**src/rtl/reg_bank_arbiter_pkg.sv**
```systemverilog
// Shared definitions for the register-bank arbiter.
//   - arbiter FSM state encoding
//   - requester identifiers
//   - default parameter values (data width, address width, lock limit)
package reg_bank_arbiter_pkg;

    localparam int DW_W_DEF     = 8;
    localparam int AW_DEF       = 3;
    localparam int LOCK_MAX_DEF = 4;

    typedef enum logic [1:0] {
        IDLE  = 2'b00,
        OWN_A = 2'b01,
        OWN_B = 2'b10
    } arb_state_e;

    typedef enum logic {
        REQ_A = 1'b0,
        REQ_B = 1'b1
    } req_id_e;

endpackage

```
**src/rtl/reg_bank_arbiter_arb.sv**
```systemverilog
// rr_lock_arbiter: two-requester round-robin arbiter with a bounded lock.
// Ports:
//   Clk, Rst          clock, asynchronous active-high reset
//   req_a, req_b      requests
//   lock_a, lock_b    keep ownership after the current grant
//   gnt_a, gnt_b      combinational grants (never both high)
module rr_lock_arbiter
    import reg_bank_arbiter_pkg::*;
#(
    parameter int LOCK_MAX = LOCK_MAX_DEF
) (
    input  logic Clk,
    input  logic Rst,
    input  logic req_a,
    input  logic req_b,
    input  logic lock_a,
    input  logic lock_b,
    output logic gnt_a,
    output logic gnt_b
);

    localparam logic [3:0] LMAX = 4'(LOCK_MAX);

    arb_state_e state_q, state_d;
    req_id_e    prio_q, prio_d;
    logic [3:0] lock_cnt_q, lock_cnt_d;

    logic       granted;
    req_id_e    win, other;
    logic       win_lock, other_req;
    logic [3:0] cnt_inc;

    always_comb begin
        state_d    = state_q;
        prio_d     = prio_q;
        lock_cnt_d = lock_cnt_q;

        unique case (state_q)
            OWN_A: begin
                granted = req_a;
                win     = REQ_A;
            end
            OWN_B: begin
                granted = req_b;
                win     = REQ_B;
            end
            default: begin
                granted = req_a | req_b;
                if (req_a && req_b) win = prio_q;
                else if (req_b)     win = REQ_B;
                else                win = REQ_A;
            end
        endcase

        other     = (win == REQ_A) ? REQ_B : REQ_A;
        win_lock  = (win == REQ_A) ? lock_a : lock_b;
        other_req = (win == REQ_A) ? req_b : req_a;

        // First locked grant starts the count at 1; later ones saturate.
        if (state_q == IDLE)        cnt_inc = 4'd1;
        else if (lock_cnt_q >= LMAX) cnt_inc = LMAX;
        else                        cnt_inc = lock_cnt_q + 4'd1;

        if (!granted) begin
            // Owner dropped its request: idle release, no grant this cycle.
            if (state_q != IDLE) begin
                state_d    = IDLE;
                prio_d     = (state_q == OWN_A) ? REQ_B : REQ_A;
                lock_cnt_d = 4'd0;
            end
        end else if (!win_lock || (cnt_inc == LMAX && other_req)) begin
            // Unlocked grant, or lock exhausted with the other side waiting.
            state_d    = IDLE;
            prio_d     = other;
            lock_cnt_d = 4'd0;
        end else begin
            state_d    = (win == REQ_A) ? OWN_A : OWN_B;
            lock_cnt_d = cnt_inc;
        end

        // Reset kills the grant immediately so no bank write can slip through.
        gnt_a = granted && (win == REQ_A) && !Rst;
        gnt_b = granted && (win == REQ_B) && !Rst;
    end

    always_ff @(posedge Clk or posedge Rst) begin
        if (Rst) begin
            state_q    <= IDLE;
            prio_q     <= REQ_A;
            lock_cnt_q <= 4'd0;
        end else begin
            state_q    <= state_d;
            prio_q     <= prio_d;
            lock_cnt_q <= lock_cnt_d;
        end
    end

endmodule

```
**src/rtl/reg_bank_arbiter.sv**
```systemverilog
// reg_bank_arbiter: shares a single-write-port register bank between two
// requesters (A: datapath/sequencer, B: loader/debug).
// Ports:
//   Clk, Rst                     clock, asynchronous active-high reset
//   ReqX/WrX/LockX/SelX/DatX     requester X transaction (X = A, B)
//   GntX                         X's transaction executes this cycle
//   VldX/RxX/RyX                 registered read return, one cycle after grant
//   SelR/RW/DW                   bank address pair, write enable, write data
//   BRx/BRy                      bank combinational read data
module reg_bank_arbiter
    import reg_bank_arbiter_pkg::*;
#(
    parameter int DW_W     = DW_W_DEF,
    parameter int AW       = AW_DEF,
    parameter int LOCK_MAX = LOCK_MAX_DEF
) (
    input  logic            Clk,
    input  logic            Rst,
    input  logic            ReqA,
    input  logic            WrA,
    input  logic            LockA,
    input  logic [2*AW-1:0] SelA,
    input  logic [DW_W-1:0] DatA,
    output logic            GntA,
    output logic            VldA,
    output logic [DW_W-1:0] RxA,
    output logic [DW_W-1:0] RyA,
    input  logic            ReqB,
    input  logic            WrB,
    input  logic            LockB,
    input  logic [2*AW-1:0] SelB,
    input  logic [DW_W-1:0] DatB,
    output logic            GntB,
    output logic            VldB,
    output logic [DW_W-1:0] RxB,
    output logic [DW_W-1:0] RyB,
    output logic [2*AW-1:0] SelR,
    output logic            RW,
    output logic [DW_W-1:0] DW,
    input  logic [DW_W-1:0] BRx,
    input  logic [DW_W-1:0] BRy
);

    logic            vld_a_q, vld_a_d, vld_b_q, vld_b_d;
    logic [DW_W-1:0] rx_a_q, rx_a_d, ry_a_q, ry_a_d;
    logic [DW_W-1:0] rx_b_q, rx_b_d, ry_b_q, ry_b_d;

    rr_lock_arbiter #(.LOCK_MAX(LOCK_MAX)) u_arb (
        .Clk    (Clk),
        .Rst    (Rst),
        .req_a  (ReqA),
        .req_b  (ReqB),
        .lock_a (LockA),
        .lock_b (LockB),
        .gnt_a  (GntA),
        .gnt_b  (GntB)
    );

    // Bank mux: idle bank cycles present address/data 0 with RW low.
    always_comb begin
        SelR = '0;
        DW   = '0;
        RW   = 1'b0;
        if (GntA) begin
            SelR = SelA;
            DW   = DatA;
            RW   = WrA;
        end else if (GntB) begin
            SelR = SelB;
            DW   = DatB;
            RW   = WrB;
        end
    end

    // Read return: capture bank data on a granted read, hold otherwise.
    always_comb begin
        vld_a_d = GntA && !WrA;
        vld_b_d = GntB && !WrB;
        rx_a_d  = vld_a_d ? BRx : rx_a_q;
        ry_a_d  = vld_a_d ? BRy : ry_a_q;
        rx_b_d  = vld_b_d ? BRx : rx_b_q;
        ry_b_d  = vld_b_d ? BRy : ry_b_q;
    end

    always_ff @(posedge Clk or posedge Rst) begin
        if (Rst) begin
            vld_a_q <= 1'b0;
            vld_b_q <= 1'b0;
            rx_a_q  <= '0;
            ry_a_q  <= '0;
            rx_b_q  <= '0;
            ry_b_q  <= '0;
        end else begin
            vld_a_q <= vld_a_d;
            vld_b_q <= vld_b_d;
            rx_a_q  <= rx_a_d;
            ry_a_q  <= ry_a_d;
            rx_b_q  <= rx_b_d;
            ry_b_q  <= ry_b_d;
        end
    end

    assign VldA = vld_a_q;
    assign VldB = vld_b_q;
    assign RxA  = rx_a_q;
    assign RyA  = ry_a_q;
    assign RxB  = rx_b_q;
    assign RyB  = ry_b_q;

endmodule

```
**config.mk**
```make
export PLATFORM = sky130hd
export DESIGN_NAME = reg_bank_arbiter
export DESIGN_NICKNAME = d
export VERILOG_FILES = /design/src/rtl/reg_bank_arbiter_pkg.sv /design/src/rtl/reg_bank_arbiter_arb.sv /design/src/rtl/reg_bank_arbiter.sv
export SDC_FILE = /design/constraint.sdc
export NUM_CORES = 1
export LEC_CHECK = 0
export CAP_MARGIN = 20
export CELL_PAD_IN_SITES_DETAIL_PLACEMENT = 0
export CELL_PAD_IN_SITES_GLOBAL_PLACEMENT = 1
export CORE_ASPECT_RATIO = 1.2
export CORE_MARGIN = 4
export CORE_UTILIZATION = 27
export DETAILED_ROUTE_END_ITERATION = 10
export GPL_TIMING_DRIVEN = 1
export HOLD_SLACK_MARGIN = 0.15
export PLACE_DENSITY_LB_ADDON = 0.1
export SYNTH_ARGS = -nofsm -noshare
export SYNTH_HDL_FRONTEND = slang
export SYNTH_SLANG_ARGS = --single-unit
```
**constraint.sdc**
```tcl
create_clock -name Clk -period 2.5 [get_ports Clk]
set_input_delay 0.5 -clock Clk [delete_from_list [all_inputs] [get_ports Clk]]
set_output_delay 0.5 -clock Clk [all_outputs]
set_load 0.1 [all_outputs]
```
==> implementation parameters <==
Parameter                              Value

GRT
  Number of antenna violations at the first check in global routing ... 0
  Maximum number of pins on one net before global-route repair ... 42
  Vias in the first global route ... about 1,900
  Overall global routing resource usage ... between 10 and 15%
  Sum of overflow across all layers after global routing ... 0
  Wire length of the first global-routing pass ... 9.508 mm

Yosys
  Top-area cell type share of the netlist area ... 52.46%
  Post-synth top flop ... sky130_fd_sc_hd__dfrtp_1
  Biggest area consumer among synthesized cells ... sky130_fd_sc_hd__dfrtp_1
  Nets in the synthesized netlist ... 201
  Most frequent cell after synthesis ... sky130_fd_sc_hd__dfrtp_1
  Count of state elements after synthesis ... 41
  Number of synthesized flops with an enable pin ... 0
  Syn Std Cell Area ... 1956 sq um
  Average cell area after synthesis ... 13.49 sq um
  List of most frequent post-synthesis cells ... 41 x sky130_fd_sc_hd__dfrtp_1, 23 x sky130_fd_sc_hd__mux2_2, 18 x sky130_fd_sc_hd__a22o_1, 9 x sky130_fd_sc_hd__mux2_4, 6 x sky130_fd_sc_hd__inv_1
  Async set or reset register ratio after synthesis ... between 90% and 100%
  Netlist cell types ... 34
  Sequential share of the synthesized area ... between 50% and 60%
  Synth Instances ... 145
  Largest cells by area after synthesis ... sky130_fd_sc_hd__dfrtp_1 52%, sky130_fd_sc_hd__mux2_2 13%, sky130_fd_sc_hd__a22o_1 8.1%, sky130_fd_sc_hd__mux2_4 6.9%, sky130_fd_sc_hd__ha_1 2.6%
  Count of yosys warnings during synthesis ... 0

Clocking
  Clock tree from TritonCTS ... built
  CTS clk-pin slew, worst paths ... approximately 0.070 ns
  Clock sink count ... 41
  CTS Hold Buffers Added ... 0
  Clock buffers created by TritonCTS ... 5
  Worst skew pair latency ... 0.29 ns
  Deepest clock path buffer count ... 2
  Clk root buf ... sky130_fd_sc_hd__clkbuf_8
  Max H-tree Level ... 2

Routing
  Detailed Route WL ... 5.949 mm
  Post-DR vias/cell ... 4.703
  Routed wirelength normalized by instance count ... 16.66 um
  Remaining routing DRC violations ... 0
  Routed via count ... 1,679
  ANT nets after route ... 0
  Initial detailed-routing violation count ... 37
  Drt first pass iters ... 4

Worst setup path
  Max stage delay cell, worst path ... sky130_fd_sc_hd__dfrtp_1
  Worst-path maximum fanout ... 8
  Startpoint Class ... flip-flop
  Class of the most critical setup path ... reg -> out
  Worst Path Buf+Inv ... 2
  Type of destination of the critical path ... output port
  Critical path data arrival time ... 1.97 ns
  Cells along the critical path ... inv_2, ha_4, nand2b_4, o22ai_4, and2_4, a22o_4, buf_12
  Delay contributed by the slowest stage of the critical path ... 0.40 ns
  WP data required ... about 2 ns
  Cell class contributing the biggest share of worst-path delay ... simple AND/OR/NAND/NOR gates

Floorplan
  Die footprint ... 8674 sq um
  Chip Height ... about 100 um
  Core region area ... around 7000 sq um
  Initial core utilization ... between 20 and 30%
  Top-level I/O count ... 103
  Die X ... 85.69 um
  Placement Rows ... 33

Timing
  Count of final hold-check violations ... 0
  Clock skew after layout ... just over 0.006 ns
  Worst path setup slack after routing ... 0.03164 ns
  Final Slew Violations ... 0
  Number of setup violations in the final report ... 0
  Setup repair after global routing missed its margin ... true
  Final period utilization ... 98.73%
  Minimum period implied by the final worst setup slack ... 2.468 ns
  Tightest slew margin relative to the limit ... roughly 65%
  FMAX ... 405.1 MHz
  Tightest Pin Transition ... 0.5202 ns

Placed design
  Dpl ws ... -0.2203 ns
  Detail Placement HPWL ... 4.355 mm
  Final weighted congestion of routability-driven global placement ... 0.7180
  Number of buffers inserted by port buffering ... 102

Final layout
  Filler cell count ... approximately 610
  Final nets ... roughly 330
  Fraction of final layout cells with drive strength greater than 1 ... 52.96%
  ANT cells ... 0
  Area overhead of the layout relative to synthesis ... 86.56%

Hold path
  Worst hold-check path type ... reg -> reg

Job
  Max capacitance violation total ... 0

Status
  Result of the run ... complete, no violations
## timing repair
item                       in CTS  in global routing
setup endpoints to repair      17                 17
pin swaps                      21                  8
buffers inserted                4                  0
resized for setup              30                  3
gates cloned                    3                  0
## state kept, by name, summed over array words and instances (netlist names)
name              count
RxA                   8
RxB                   8
RyA                   8
RyB                   8
VldA                  1
VldB                  1
u_arb.lock_cnt_q      4
u_arb.prio_q          1
u_arb.state_q         2
## path summary, 6_finish.rpt
check	slack (ns)	end	cells past startpoint	start
max	0.03	SelR[3]	7	u_arb.state_q[0]$_DFFE_PP0P_
min	0.51	RxA[2]$_DFFE_PP0P_	1	RxA[2]$_DFFE_PP0P_
max reg2reg	0.22	RxB[6]$_DFFE_PP0P_	9	u_arb.state_q[0]$_DFFE_PP0P_
min reg2reg	0.51	RxA[2]$_DFFE_PP0P_	1	RxA[2]$_DFFE_PP0P_
max in group asynchronous	1.24	RyA[3]$_DFFE_PP0P_	3	Rst
min in group asynchronous	0.90	RyB[1]$_DFFE_PP0P_	3	Rst
## cell type report
type | count | area, sq um | share of cell area, %
clock buffer | 7 | 86.33 | 2.366
tap | 87 | 108.9 | 2.984
sequential | 41 | 1026 | 28.12
timing repair buffer | 121 | 1281 | 35.12
multi-input combinational | 94 | 1090 | 29.87
clock inverter | 1 | 30.03 | 0.8230
inverter | 6 | 26.28 | 0.7202
## per-stage QoR
stage                     hold WS (ns)  cells  cell area (sq um)  util [%]  TNS [ns]
after floorplan                 0.4698    145               2079         -    -1.329
after global placement          0.4867    342               3323     47.91    -4.438
after detailed placement        0.4966    342               3323     47.91    -4.606
after CTS                       0.5151    357               3641     52.49   -0.4530
after global routing            0.5331    357               3649     52.60   -0.8444
final                           0.5081    357               3649     52.60         0
## worst reg2reg max path: stages, from the launching register on
cell and delay, ns:
sky130_fd_sc_hd__dfrtp_1 0.40, sky130_fd_sc_hd__inv_2 0.09, sky130_fd_sc_hd__ha_4 0.23, sky130_fd_sc_hd__nand2b_4 0.15, sky130_fd_sc_hd__o22ai_4 0.22, sky130_fd_sc_hd__and2_4 0.27, sky130_fd_sc_hd__buf_4 0.13, sky130_fd_sc_hd__nor2b_4 0.17
sky130_fd_sc_hd__buf_4 0.17, sky130_fd_sc_hd__mux2_2 0.34
## cells by family (layout without fill, tap and decap cells)
group                      after synthesis  in the layout  share of synthesized area, %
AOI/OAI and AO/OA                       31             31                         12.86
and+or+nand+nor                         24             26                         7.357
buffers and inverters                   12            135                         4.095
adders and majority gates                4              4                         2.559
muxes                                   33             33                         20.67
DFF                                     41             41                         52.46
## per-layer routing
layer | GRT usage (%) | vias up | part of all wire (%) | wire length [um]
met5 | 0 | - | 0 | 0
met4 | 4.750 | 0 | 1.4 | 85
met3 | 3.743 | 7 | 8.0 | 478
met2 | 24.82 | 80 | 50 | 2986
met1 | 15.97 | 802 | 40 | 2400
li1 | - | 790 | - | -
## cells in the final DEF, fill, tap and decap left out, drive strengths merged
cell | netlist | layout
dfrtp | 41 | 41
mux2i | 1 | 1
inv | 6 | 5
nand3 | 1 | 1
o32a | 1 | 1
buf | 4 | 70
clkbuf | 2 | 7
nand2b | 2 | 2
clkinvlp | 0 | 1
o31ai | 1 | 1
a221oi | 2 | 2
and2 | 2 | 4
and3 | 2 | 2
o311ai | 1 | 1
nand2 | 3 | 3
o22ai | 1 | 1
nor2b | 2 | 2
nor4 | 1 | 1
a21oi | 1 | 1
a22o | 18 | 18
dlygate4sd2 | 0 | 1
mux2 | 32 | 32
clkdlybuf4s50 | 0 | 49
ha | 4 | 4
nor2 | 4 | 4
o21ai | 4 | 4
or2 | 1 | 1
and2b | 2 | 2
a2bb2oi | 1 | 1
a32o | 1 | 1
nand3b | 1 | 1
bufinv | 0 | 1
nor3 | 3 | 3
dlymetal6s2s | 0 | 1
Power is left out: the tool's default activity adds up to more than one toggle a clock period on the data nets, which glitch-free logic cannot reach.
